`src/rtl/rf_wb_pkg.sv`:
```
// Shared types for the register-file writeback arbiter: data/address widths,
// the writeback request record and the arbitration state encoding.
package rf_wb_pkg;

  localparam int XLEN   = 32;
  localparam int REG_AW = 5;

  typedef struct packed {
    logic [REG_AW-1:0] rd;
    logic [XLEN-1:0]   data;
  } wb_req_t;

  typedef enum logic {
    NORMAL = 1'b0,
    FORCE1 = 1'b1
  } arb_state_e;

endpackage

```
`src/rtl/rf_wb_arbiter_if.sv`:
```
// Writeback bus between the two writeback sources, the arbiter and the
// register file write port; master = sources/consumer side, slave = arbiter.
interface rf_wb_arbiter_if;
  import rf_wb_pkg::*;

  logic              wb0_valid;
  logic [REG_AW-1:0] wb0_rd;
  logic [XLEN-1:0]   wb0_data;
  logic              wb0_ready;
  logic              wb1_valid;
  logic [REG_AW-1:0] wb1_rd;
  logic [XLEN-1:0]   wb1_data;
  logic              wb1_ready;
  logic              rf_we;
  logic [REG_AW-1:0] rf_waddr;
  logic [XLEN-1:0]   rf_wdata;
  logic              stall_wb0;

  modport master (
    output wb0_valid, wb0_rd, wb0_data, wb1_valid, wb1_rd, wb1_data,
    input  wb0_ready, wb1_ready, rf_we, rf_waddr, rf_wdata, stall_wb0
  );

  modport slave (
    input  wb0_valid, wb0_rd, wb0_data, wb1_valid, wb1_rd, wb1_data,
    output wb0_ready, wb1_ready, rf_we, rf_waddr, rf_wdata, stall_wb0
  );

endinterface

```
`src/rtl/rf_wb_arbiter.sv`:
```
// Two-source register-file write port arbiter: fixed priority to the pipeline WB
// port with starvation promotion of the long-latency port. RF_WB_STATS_EN adds counters.
module rf_wb_arbiter
  import rf_wb_pkg::*;
#(
  parameter int STARVE_MAX = 4,
  parameter int CNT_W      = 16
) (
  input  logic            clk,
  input  logic            srst,
  rf_wb_arbiter_if.slave  wb
`ifdef RF_WB_STATS_EN
  ,
  output logic [CNT_W-1:0] stat_conflicts,
  output logic [CNT_W-1:0] stat_forced
`endif
);

  localparam int SW = $clog2(STARVE_MAX + 1);

  arb_state_e        state_reg, state_next;
  logic [SW-1:0]     starve_cnt_reg, starve_cnt_next;
  wb_req_t           req0, req1, win_req;
  logic              grant0, grant1;
  logic              rf_we_reg;
  logic [REG_AW-1:0] rf_waddr_reg;
  logic [XLEN-1:0]   rf_wdata_reg;

  // Grant decision; nothing is granted while reset is asserted.
  always_comb begin
    req0   = '{rd: wb.wb0_rd, data: wb.wb0_data};
    req1   = '{rd: wb.wb1_rd, data: wb.wb1_data};
    grant0 = 1'b0;
    grant1 = 1'b0;
    if (!srst) begin
      if (state_reg == FORCE1) begin
        grant1 = wb.wb1_valid;
        grant0 = wb.wb0_valid & ~wb.wb1_valid;
      end else begin
        grant0 = wb.wb0_valid;
        grant1 = wb.wb1_valid & ~wb.wb0_valid;
      end
    end
    win_req = grant1 ? req1 : req0;
  end

  always_comb begin
    state_next      = state_reg;
    starve_cnt_next = starve_cnt_reg;
    if (wb.wb1_valid && !grant1) begin
      starve_cnt_next = starve_cnt_reg + 1'b1;
      if (state_reg == NORMAL && starve_cnt_reg == SW'(STARVE_MAX - 1))
        state_next = FORCE1;
    end else begin
      starve_cnt_next = '0;
      state_next      = NORMAL;
    end
  end

  always_ff @(posedge clk) begin
    if (srst) begin
      state_reg      <= NORMAL;
      starve_cnt_reg <= '0;
    end else begin
      state_reg      <= state_next;
      starve_cnt_reg <= starve_cnt_next;
    end
  end

  // Output stage: x0 requests are consumed but never turned into a write.
  always_ff @(posedge clk) begin
    if (srst) begin
      rf_we_reg    <= 1'b0;
      rf_waddr_reg <= '0;
      rf_wdata_reg <= '0;
    end else if (grant0 || grant1) begin
      rf_we_reg    <= (win_req.rd != '0);
      rf_waddr_reg <= win_req.rd;
      rf_wdata_reg <= win_req.data;
    end else begin
      rf_we_reg    <= 1'b0;
    end
  end

  assign wb.wb0_ready = grant0;
  assign wb.wb1_ready = grant1;
  assign wb.stall_wb0 = wb.wb0_valid & ~grant0;
  assign wb.rf_we     = rf_we_reg;
  assign wb.rf_waddr  = rf_waddr_reg;
  assign wb.rf_wdata  = rf_wdata_reg;

`ifdef RF_WB_STATS_EN
  logic [CNT_W-1:0] stat_conflicts_reg, stat_forced_reg;

  // Forced grants count only when wb1 actually displaced a waiting wb0.
  always_ff @(posedge clk) begin
    if (srst) begin
      stat_conflicts_reg <= '0;
      stat_forced_reg    <= '0;
    end else begin
      if (wb.wb0_valid && wb.wb1_valid && stat_conflicts_reg != '1)
        stat_conflicts_reg <= stat_conflicts_reg + 1'b1;
      if (state_reg == FORCE1 && grant1 && wb.wb0_valid && stat_forced_reg != '1)
        stat_forced_reg <= stat_forced_reg + 1'b1;
    end
  end

  assign stat_conflicts = stat_conflicts_reg;
  assign stat_forced    = stat_forced_reg;
`endif

endmodule

```
`src/flat_wrapper.sv`:
```
// flat-port wrapper written by rule: the top's interface ports become plain ports
module rf_wb_arbiter_flat import rf_wb_pkg::*;
#(
  parameter int STARVE_MAX = 4,
  parameter int CNT_W      = 16
)
  (clk, srst, wb_wb0_valid, wb_wb0_rd, wb_wb0_data, wb_wb1_valid, wb_wb1_rd, wb_wb1_data, wb_wb0_ready, wb_wb1_ready, wb_rf_we, wb_rf_waddr, wb_rf_wdata, wb_stall_wb0);
  rf_wb_arbiter_if wb_i ();
  input  logic clk;
  input  logic srst;
  input wire logic [$bits(wb_i.wb0_valid)-1:0] wb_wb0_valid;
  input wire logic [$bits(wb_i.wb0_rd)-1:0] wb_wb0_rd;
  input wire logic [$bits(wb_i.wb0_data)-1:0] wb_wb0_data;
  input wire logic [$bits(wb_i.wb1_valid)-1:0] wb_wb1_valid;
  input wire logic [$bits(wb_i.wb1_rd)-1:0] wb_wb1_rd;
  input wire logic [$bits(wb_i.wb1_data)-1:0] wb_wb1_data;
  output wire logic [$bits(wb_i.wb0_ready)-1:0] wb_wb0_ready;
  output wire logic [$bits(wb_i.wb1_ready)-1:0] wb_wb1_ready;
  output wire logic [$bits(wb_i.rf_we)-1:0] wb_rf_we;
  output wire logic [$bits(wb_i.rf_waddr)-1:0] wb_rf_waddr;
  output wire logic [$bits(wb_i.rf_wdata)-1:0] wb_rf_wdata;
  output wire logic [$bits(wb_i.stall_wb0)-1:0] wb_stall_wb0;
  assign wb_i.wb0_valid = wb_wb0_valid;
  assign wb_i.wb0_rd = wb_wb0_rd;
  assign wb_i.wb0_data = wb_wb0_data;
  assign wb_i.wb1_valid = wb_wb1_valid;
  assign wb_i.wb1_rd = wb_wb1_rd;
  assign wb_i.wb1_data = wb_wb1_data;
  assign wb_wb0_ready = wb_i.wb0_ready;
  assign wb_wb1_ready = wb_i.wb1_ready;
  assign wb_rf_we = wb_i.rf_we;
  assign wb_rf_waddr = wb_i.rf_waddr;
  assign wb_rf_wdata = wb_i.rf_wdata;
  assign wb_stall_wb0 = wb_i.stall_wb0;
  rf_wb_arbiter #(.STARVE_MAX(STARVE_MAX), .CNT_W(CNT_W)) u_core (.clk(clk), .srst(srst), .wb(wb_i));
endmodule
```
`config.mk`:
```
export PLATFORM = sky130hd
export DESIGN_NAME = rf_wb_arbiter_flat
export DESIGN_NICKNAME = d
export VERILOG_FILES = /design/src/rtl/rf_wb_pkg.sv /design/src/rtl/rf_wb_arbiter_if.sv /design/src/rtl/rf_wb_arbiter.sv /design/src/flat_wrapper.sv
export SDC_FILE = /design/constraint.sdc
export NUM_CORES = 1
export LEC_CHECK = 0
export ABC_AREA = 1
export BUFFER_PORTS_ARGS = -buffer_cell sky130_fd_sc_hd__buf_4
export CORE_MARGIN = 2
export CORE_UTILIZATION = 30
export CTS_CLUSTER_SIZE = 20
export DETAILED_ROUTE_END_ITERATION = 8
export SLEW_MARGIN = 20
export SYNTH_ARGS = -nofsm -noshare
export SYNTH_HDL_FRONTEND = slang
export SYNTH_SLANG_ARGS = --single-unit
export TNS_END_PERCENT = 50
```
`constraint.sdc`:
```
create_clock -name clk -period 1.92 [get_ports clk]
set_input_delay 0.096 -clock clk [delete_from_list [all_inputs] [get_ports clk]]
set_output_delay 0.096 -clock clk [all_outputs]
set_load 0.02 [all_outputs]
```
==> summary.txt, run 1 <==
==================================================================================
Run status                                                            finished, final reports clean
# hold bufs at CTS                                                               0
Setup repair after global routing missed its margin                          false
Number of different library cells in the post-synthesis netlist                 20
Count of cells resized by post-cts repair                                        0
Cell area after technology mapping                                        2190 µm²
Nature of the critical path endpoint                                   output port
Syn nets                                                                       431
Maximum clock frequency                                                    577 MHz
GR Overflow Total                                                                0
Antenna diodes                                                                   0
Critical-path cell list                                               inv_1 -> nand2_1 -> nand2_4 -> inv_2 -> buf_4
Yosys warnings                                                                   0
FF+latch count, synth                                                           42
Min-Delay Startpoint                                                  wb_wb1_data[28]
Final Max Slew Viols                                                             0
Power per cell area                                                     645 nW/µm²
Max stage delay on crit path                                               0.45 ns
Router iterations before antenna repair                                          4
Total negative slack for setup checks                                         0 ns
Area inside the core boundary                                             7180 µm²
Ports placed on the boundary                                                   119
Overall die height                                                         89.4 µm
Final Wtd Congestion                                                         0.814
Residual DRC                                                                     0
CTS tree                                                                       yes
First-iteration detailed-routing DRC count                                      66
Post-CTS setup buffers                                                           0
Max-capacitance violation count                                                  0
Number of global-route vias before repair                                     2021
Crit Path Max Fanout                                                            35
Reg-to-reg startpoint                                                 u_core.state_reg$_SDFFE_PP0P_
Maximum ir drop on the vdd rail                                             438 µV
Share of the cycle needed by the critical path after routing                 90.2%
Clock Sink Count                                                                42
H-Tree Level Count                                                               2
Overall global routing resource usage                                        13.8%
Drt via density                                                               4.14
DIE AREA                                                                  8000 µm²
Final WL                                                                   5540 µm
Count of input and output buffers                                              118
Placed wire-length estimate                                                4150 µm
Initial Utilization                                                          30.5%
Standard cell with the maximum stage delay on the critical path              inv_2
Final Total Pwr                                                            2070 µW
Clock latency on the worst-skew pair                                       0.29 ns
Routed Antenna Nets                                                              0
Antenna violations before repair                                                 0
Class of the worst hold path                                          primary input to register
Start point of the critical path                                      u_core.state_reg$_SDFFE_PP0P_
Fraction of layout instances using a drive strength above 1                  28.9%
Syn_area_per_cell                                                         6.24 µm²
Final layout net count                                                         542
Mapped Cells                                                                   351
Worst EP arrival                                                           1.64 ns
Worst Skew                                                              0.00381 ns
Number of endpoints with negative hold slack in the final report                 0
Detailed-route via count                                                      2319
Kind of start point of the critical path                                  register
Critical path required time                                                1.82 ns
Bufs on Longest Clock Path                                                       2
Clock transition at path regs                                              0.08 ns
Flip-flop count of the largest register, all copies and words added             32
Num rows                                                                        31
Actual slew at the worst max-slew pin                                     0.587 ns
Horizontal die dimension                                                   89.4 µm
Area overhead of the layout relative to synthesis                            46.7%
Classification of the worst setup path                                register to output port
Total CTS buffers                                                                5
First-pass GRT wire length                                                 8630 µm
Static Leakage                                                          0.00190 µW
Pin count of the biggest net entering global routing                            43
Wire per inst                                                              9.89 µm
Max-slew headroom at the worst pin                                           60.8%
Root Driver                                                               clkbuf_8
Sequential share of the synthesized area                                     38.4%
Final setup vio count                                                            0
Time the final worst path needs with I/O delays and setup                  1.73 ns
==================================================================================
==> cells in the final DEF, fill, tap and decap left out <==
cell / n
buf_4: 122
nand2_1: 114
inv_1: 84
dfxtp_1: 42
a21oi_1: 34
o21ai_0: 20
o21ai_1: 19
nor2_1: 7
clkbuf_8: 6
nand3_1: 4
inv_2: 2
ha_1: 2
nor2_8: 1
nand2_4: 1
a211oi_1: 1
o21ai_4: 1
nand3b_1: 1
==> through the flow <==
stage,cells,instance area (µm²),setup slack [ns],hold slack [ns],utilization [%]
finish,560,3210,0.188,0.0797,44.8
global route,560,3210,0.0167,0.0815,44.8
CTS,560,3210,0.154,0.0681,44.8
detailed placement,554,3130,0.408,0.379,43.6
global placement,554,3130,0.451,0.374,43.6
floorplan,351,2190,0.586,0.285,-
==> layout make-up <==
class / count / area, µm²
clock buffers: 6 / 82.6
fillers: 741 / 3960
inverters: 86 / 323
multi-input cells: 205 / 927
flip-flops and latches: 42 / 841
well taps: 99 / 124
repair buffers: 122 / 916
==> cell usage after synthesis (all sizes together) <==
cell      n  area share, %
nand3     4           0.91
buf      12            3.8
nand2   115             20
clkbuf    6            1.1
a21oi    34            7.8
inv      86             15
dfxtp    42             38
a211oi    1           0.34
nand3b    1           0.34
nor2      8            2.1
ha        2            1.1
o21ai    40            9.3
==> worst max-delay path: cells and delay by family, from the launching register on <==
family / cells / cell delay, ns
flops: 1 / 0.34
simple gates: 2 / 0.25
buf+inv: 3 / 0.76
==> path summary, 6_finish.rpt <==
path | slack [ns] | to | depth (start not counted)
max | 0.19 | wb_wb1_ready | 5
min | 0.08 | u_core.wb.rf_wdata[28]$_SDFFE_PP0P_ | 5
max reg2reg | 0.43 | u_core.wb.rf_waddr[2]$_SDFFE_PP0P_ | 7
min reg2reg | 0.42 | u_core.starve_cnt_reg[0]$_SDFF_PP0_ | 1
==> metal layers <==
metal / GRT usage [%] / routed length (µm) / part of all wire [%]
met5: 0 / 0 / 0
met4: 4.61 / 70 / 1.3
met3: 4.16 / 403 / 7.3
met2: 24.7 / 2630 / 48
met1: 15.5 / 2430 / 44
==> cell families after synthesis <==
family,share of synthesized area [%]
compound gates,17.4
flops,38.4
simple gates,23.4
fa+ha+maj,1.14
buf+inv,19.6
==> report_power, final <==
part | total [µW] | switching [µW] | internal, µW
Clock | 561 | 283 | 277
Combinational | 547 | 285 | 261
Sequential | 966 | 30.9 | 935
(Power assumes the default switching activity.)
==> run 2: changes to the inputs <==
Settings changed: CAP_MARGIN set to 20, CORE_MARGIN 2 to 4.
Clock period 1.92 ns to 1.95 ns, I/O delays scaled along.
==> run 2 against run 1 <==
Compared with the run above: clock skew rose by 0.0038 ns; cell area rose by 0.70%; largest power group unchanged; total power rose by 3.8%.
==> summary.txt, run 2 (synthesized netlist as in run 1, its figures left out) <==
=====================================================================================
Run status                                                               finished, final reports clean
Worst EP arrival                                                              1.58 ns
Horizontal die dimension                                                      93.4 µm
First-pass GRT wire length                                                    9260 µm
Antenna diodes                                                                      0
Worst reg2reg setup slack                                                     0.36 ns
Number of global-route vias before repair                                        2096
Overall global routing resource usage                                           12.9%
Antenna violations before repair                                                    0
Terminus of the critical flop-to-flop path                               u_core.wb.rf_we$_SDFF_PP0_
Number of endpoints with negative hold slack in the final report                    0
Final setup margin                                                           0.276 ns
Overall die height                                                            93.4 µm
Setup repair after global routing missed its margin                             false
Initial Utilization                                                             31.5%
Placed wire-length estimate                                                   4420 µm
Classification of the worst setup path                                   register to output port
Crit Path Max Fanout                                                               35
Wire per inst                                                                 10.5 µm
Residual DRC                                                                        0
Root Driver                                                                  clkbuf_8
Final setup vio count                                                               0
Share of the cycle needed by the critical path after routing                    85.8%
Flip-flop count of the largest register, all copies and words added                32
Reg-to-reg startpoint                                                    u_core.state_reg$_SDFFE_PP0P_
Max stage delay on crit path                                                  0.35 ns
DIE AREA                                                                     8730 µm²
Reg2reg path depth                                                                  9
Power per cell area                                                        665 nW/µm²
Min-Delay Startpoint                                                     wb_wb1_data[11]
Worst Skew                                                                 0.00757 ns
First-iteration detailed-routing DRC count                                         71
Num rows                                                                           30
CTS tree                                                                          yes
Maximum clock frequency                                                       597 MHz
Filler cells                                                                      745
Max-slew headroom at the worst pin                                              48.8%
Hold Path Cell Cnt                                                                  5
Time the final worst path needs with I/O delays and setup                     1.67 ns
Router iterations before antenna repair                                             4
Actual slew at the worst max-slew pin                                        0.766 ns
Combined area of the multi-input logic cells                                  927 µm²
Clock latency on the worst-skew pair                                          0.28 ns
Clock Sink Count                                                                   42
Ports placed on the boundary                                                      119
Worst hold slack                                                            0.0882 ns
Standard cell with the maximum stage delay on the critical path               dfxtp_1
Kind of start point of the critical path                                     register
Critical-path cell list                                                  inv_1 -> nand2_1 -> nand2_4 -> inv_4 -> buf_4
GR Overflow Total                                                                   0
Total CTS buffers                                                                   5
Routed Antenna Nets                                                                 0
H-Tree Level Count                                                                  2
Buffer and inverter count on the worst path                                         3
Area taken by flip-flops and latches                                          841 µm²
Clock transition at path regs                                                 0.08 ns
Drt via density                                                                  4.08
Kind of cell adding the most delay to the critical path                  buffers and inverters
Critical path required time                                                   1.85 ns
Final Max Slew Viols                                                                0
Leading cell types in the layout, fill and taps excluded                 119 x buf_4, 114 x nand2_1, 84 x inv_1
Class of the worst hold path                                             primary input to register
Nature of the critical path endpoint                                      output port
Area inside the core boundary                                                6940 µm²
Total negative slack for setup checks                                            0 ns
Setup slack after placement                                                  0.289 ns
Post-CTS setup buffers                                                              0
Max-capacitance violation count                                                     0
Count of input and output buffers                                                 118
Area overhead of the layout relative to synthesis                               47.8%
Detailed-route via count                                                         2274
Final WL                                                                      5850 µm
Final layout net count                                                            540
Pin count of the biggest net entering global routing                               44
End point of the most critical hold path                                 u_core.wb.rf_wdata[11]$_SDFFE_PP0P_
Final Wtd Congestion                                                            0.770
Bufs on Longest Clock Path                                                          2
Static Leakage                                                             0.00191 µW
Maximum ir drop on the vdd rail                                                319 µV
Most frequent standard cell in the layout excluding fill and tap cells          buf_4
Fraction of layout instances using a drive strength above 1                     28.9%
=====================================================================================
==> run 2: cell types whose count changed in the layout (fill, tap and decap cells not counted), sizes merged <==
cell,change
bufinv,+1
clkinv,+2
buf,-2
clkbuf,-1
==> run 2: routing by layer <==
layer / track usage (%) / routed length, µm
met4: 2.93 / 41
met3: 3.94 / 490
met5: 0 / 0
met1: 15.2 / 2520
met2: 22.9 / 2810
==> run 2: worst reg2reg max path, stage by stage (launching register included) <==
cell,delay [ns]
dfxtp_1,0.32
inv_1,0.06
nand2_1,0.13
nand2_4,0.25
buf_4,0.30
nand2_1,0.09
nand2_1,0.08
nand3_1,0.10
nor2_1,0.10
nor2_1,0.04
==> run 2: power breakdown <==
| part | total (µW) | internal (µW) | switching, µW |
|---|---|---|---|
| Sequential | 952 | 920 | 31.1 |
| Clock | 661 | 377 | 284 |
| Combinational | 541 | 258 | 283 |
==> run 2: timing repair <==
item | CTS | global route
resized for setup | 0 | 2
endpoints found under the hold margin | 0 | 0
hold buffers | 0 | 0
setup endpoints to repair | 0 | 1
==> run 2: layout make-up <==
cell class	count	share of cell area [%]
Clock buffer	5	2.13
Clock inverter	3	1.24
Inverter	86	10.1
Multi-Input combinational cell	205	28.7
Sequential cell	42	26.0
Tap cell	96	3.71
Timing Repair Buffer	120	28.2
==> run 2: metrics by stage <==
stage | cells | utilization, % | cell area (µm²) | power, µW
final | 557 | 46.6 | 3240 | 2150
after floorplan | 351 | - | 2190 | 1260
after CTS | 557 | 46.6 | 3230 | 2200
after global placement | 549 | 45.0 | 3120 | 1510
after detailed placement | 549 | 45.0 | 3120 | 1520
after global routing | 557 | 46.6 | 3240 | 2290
==> run 2: worst max-delay path by stage <==
stage,from,to,slack (ns),cells after the start
6_report,u_core.state_reg$_SDFFE_PP0P_,wb_wb1_ready,0.28,5
5_1_grt,u_core.state_reg$_SDFFE_PP0P_,wb_wb1_ready,0.1,5
4_1_cts,u_core.state_reg$_SDFFE_PP0P_,wb_wb1_ready,0.04,5
3_5_place_dp,srst,u_core.wb.rf_waddr[3]$_SDFFE_PP0P_,0.29,7
3_3_place_gp,srst,u_core.wb.rf_we$_SDFF_PP0_,0.32,9
2_1_floorplan,srst,u_core.wb.rf_waddr[2]$_SDFFE_PP0P_,0.62,5
==> run 3: changes to the inputs <==
Settings changed: CORE_MARGIN 4 to 1.5.
==> run 3 against run 2 <==
Compared with the run above: global-route usage grew 1.4 points; sequential power barely moved; sequential share of layout area did not move; clock skew shrank 0.0041 ns; first-iteration DRC count is 28% higher; clock-buffer cell count stayed put; utilization increased by 0.25 points; combinational power hardly changed; total power is 0.55% higher; sequential cell count stayed put; highest routed layer unchanged; critical path depth did not move.
==> summary.txt, run 3 (synthesized netlist as in run 1, its figures left out) <==
=====================================================================================
Run status                                                               finished, final reports clean
Clock transition at path regs                                                 0.08 ns
Leading cell types in the layout, fill and taps excluded                 119 x buf_4, 114 x nand2_1, 84 x inv_1
Wire length the detailed router placed on met1                                2570 µm
Area overhead of the layout relative to synthesis                               47.8%
Total CTS buffers                                                                   5
Worst Skew                                                                 0.00348 ns
# hold bufs at CTS                                                                  0
Fraction of layout instances using a drive strength above 1                     28.9%
Overall global routing resource usage                                           14.3%
Static Leakage                                                             0.00191 µW
Total length of routed met2 wires                                             2550 µm
Maximum ir drop on the vdd rail                                                290 µV
Most frequent standard cell in the layout excluding fill and tap cells          buf_4
Detailed-route via count                                                         2284
First-iteration detailed-routing DRC count                                         91
Num rows                                                                           30
GR Overflow Total                                                                   0
CTS tree                                                                          yes
Worst setup endpoint                                                     wb_wb1_ready
Worst EP arrival                                                              1.58 ns
Actual slew at the worst max-slew pin                                        0.532 ns
Total negative slack for setup checks                                            0 ns
Max stage delay on crit path                                                  0.33 ns
Number of endpoints with negative hold slack in the final report                    0
Routed Antenna Nets                                                                 0
Number of global-route vias before repair                                        1933
Horizontal die dimension                                                      88.4 µm
Time the final worst path needs with I/O delays and setup                     1.68 ns
Power per cell area                                                        669 nW/µm²
Share of the cycle needed by the critical path after routing                    85.9%
Start point of the critical path                                         u_core.state_reg$_SDFFE_PP0P_
Final Wtd Congestion                                                            0.780
Maximum clock frequency                                                       597 MHz
Final setup vio count                                                               0
Count of input and output buffers                                                 118
Worst reg2reg setup slack                                                     0.36 ns
H-Tree Level Count                                                                  2
Critical path required time                                                   1.85 ns
Max-slew headroom at the worst pin                                              64.3%
Antenna diodes                                                                      0
Final WL                                                                      5630 µm
Final Total Pwr                                                               2160 µW
Met3 routed wirelength                                                         409 µm
Root Driver                                                                  clkbuf_8
Worst hold slack                                                            0.0801 ns
Flip-flop count of the largest register, all copies and words added                32
Router iterations before antenna repair                                             4
Drt via density                                                                  4.10
Standard cell with the maximum stage delay on the critical path               dfxtp_1
DIE AREA                                                                     7820 µm²
Residual DRC                                                                        0
Top layer used by detailed routing                                               met4
Kind of start point of the critical path                                     register
Setup repair after global routing missed its margin                             false
Classification of the worst setup path                                   register to output port
Antenna violations before repair                                                    0
Initial Utilization                                                             31.7%
Critical path depth in cells                                                        5
Clock latency on the worst-skew pair                                          0.29 ns
Overall die height                                                            88.4 µm
First-pass GRT wire length                                                    8670 µm
Nature of the critical path endpoint                                      output port
Clock Sink Count                                                                   42
Terminus of the critical flop-to-flop path                               u_core.wb.rf_we$_SDFF_PP0_
Wire per inst                                                                 10.1 µm
Placed wire-length estimate                                                   4100 µm
Final Max Slew Viols                                                                0
Kind of cell adding the most delay to the critical path                  buffers and inverters
Final layout net count                                                            540
Area inside the core boundary                                                6910 µm²
Critical-path cell list                                                  inv_1 -> nand2_1 -> nand2_4 -> inv_4 -> buf_4
Buffer and inverter count on the worst path                                         3
Ports placed on the boundary                                                      119
Class of the worst hold path                                             primary input to register
Pin count of the biggest net entering global routing                               60
Max-capacitance violation count                                                     0
Reg2reg path depth                                                                  9
Reg-to-reg startpoint                                                    u_core.state_reg$_SDFFE_PP0P_
Bufs on Longest Clock Path                                                          2
Crit Path Max Fanout                                                               35
=====================================================================================
-- run 3: power breakdown --
part / internal [µW] / total [µW] / leakage [µW] / switching (µW)
clock: 377 / 674 / 0.0000579 / 297
sequential: 920 / 952 / 0.000348 / 31.4
combinational: 258 / 540 / 0.00151 / 282
total: 1560 / 2160 / 0.00191 / 610
-- run 3: layout make-up --
cell class                      count  area [µm²]
Clock buffer                        5        68.8
Clock inverter                      3        40.0
Fill cell                         749        3670
Inverter                           86         325
Multi-Input combinational cell    205         927
Sequential cell                    42         841
Tap cell                           96         120
Timing Repair Buffer              120         913
-- run 3: worst min path at each step --
stage                    start                             endpoint  cells after the start
6_report       wb_wb1_data[24]  u_core.wb.rf_wdata[24]$_SDFFE_PP0P_                      5
5_1_grt         wb_wb1_data[7]   u_core.wb.rf_wdata[7]$_SDFFE_PP0P_                      5
3_5_place_dp   wb_wb1_data[29]  u_core.wb.rf_wdata[29]$_SDFFE_PP0P_                      5
4_1_cts        wb_wb1_data[29]  u_core.wb.rf_wdata[29]$_SDFFE_PP0P_                      5
3_3_place_gp   wb_wb1_data[19]  u_core.wb.rf_wdata[19]$_SDFFE_PP0P_                      5
2_1_floorplan   wb_wb1_data[0]   u_core.wb.rf_wdata[0]$_SDFFE_PP0P_                      4
-- run 3: per-stage QoR --
| stage | area (µm²) | util, % | instances | worst slack, ns |
|---|---|---|---|---|
| after floorplan | 2190 | - | 351 | 0.615 |
| after global placement | 3120 | 45.2 | 549 | 0.300 |
| after detailed placement | 3120 | 45.2 | 549 | 0.260 |
| after CTS | 3230 | 46.8 | 557 | 0.0264 |
| after global routing | 3240 | 46.8 | 557 | 0.121 |
| final | 3240 | 46.8 | 557 | 0.275 |
-- run 3: timing repair --
item | in CTS | in global routing
resized for setup | 0 | 2
setup buffers | 0 | 0
setup endpoints to repair | 0 | 1
-- run 3: routing by layer --
metal	vias to the layer above	track usage (%)
li1	1259	-
met1	938	17.2
met2	76	23.8
met3	11	4.20
met4	0	5.82
met5	-	0
-- run 3: tightest hold or removal path, cell delays in order --
cell     delay (ns)
buf_4          0.07
nand2_1        0.04
nand2_1        0.05
o21ai_1        0.05
inv_1          0.04
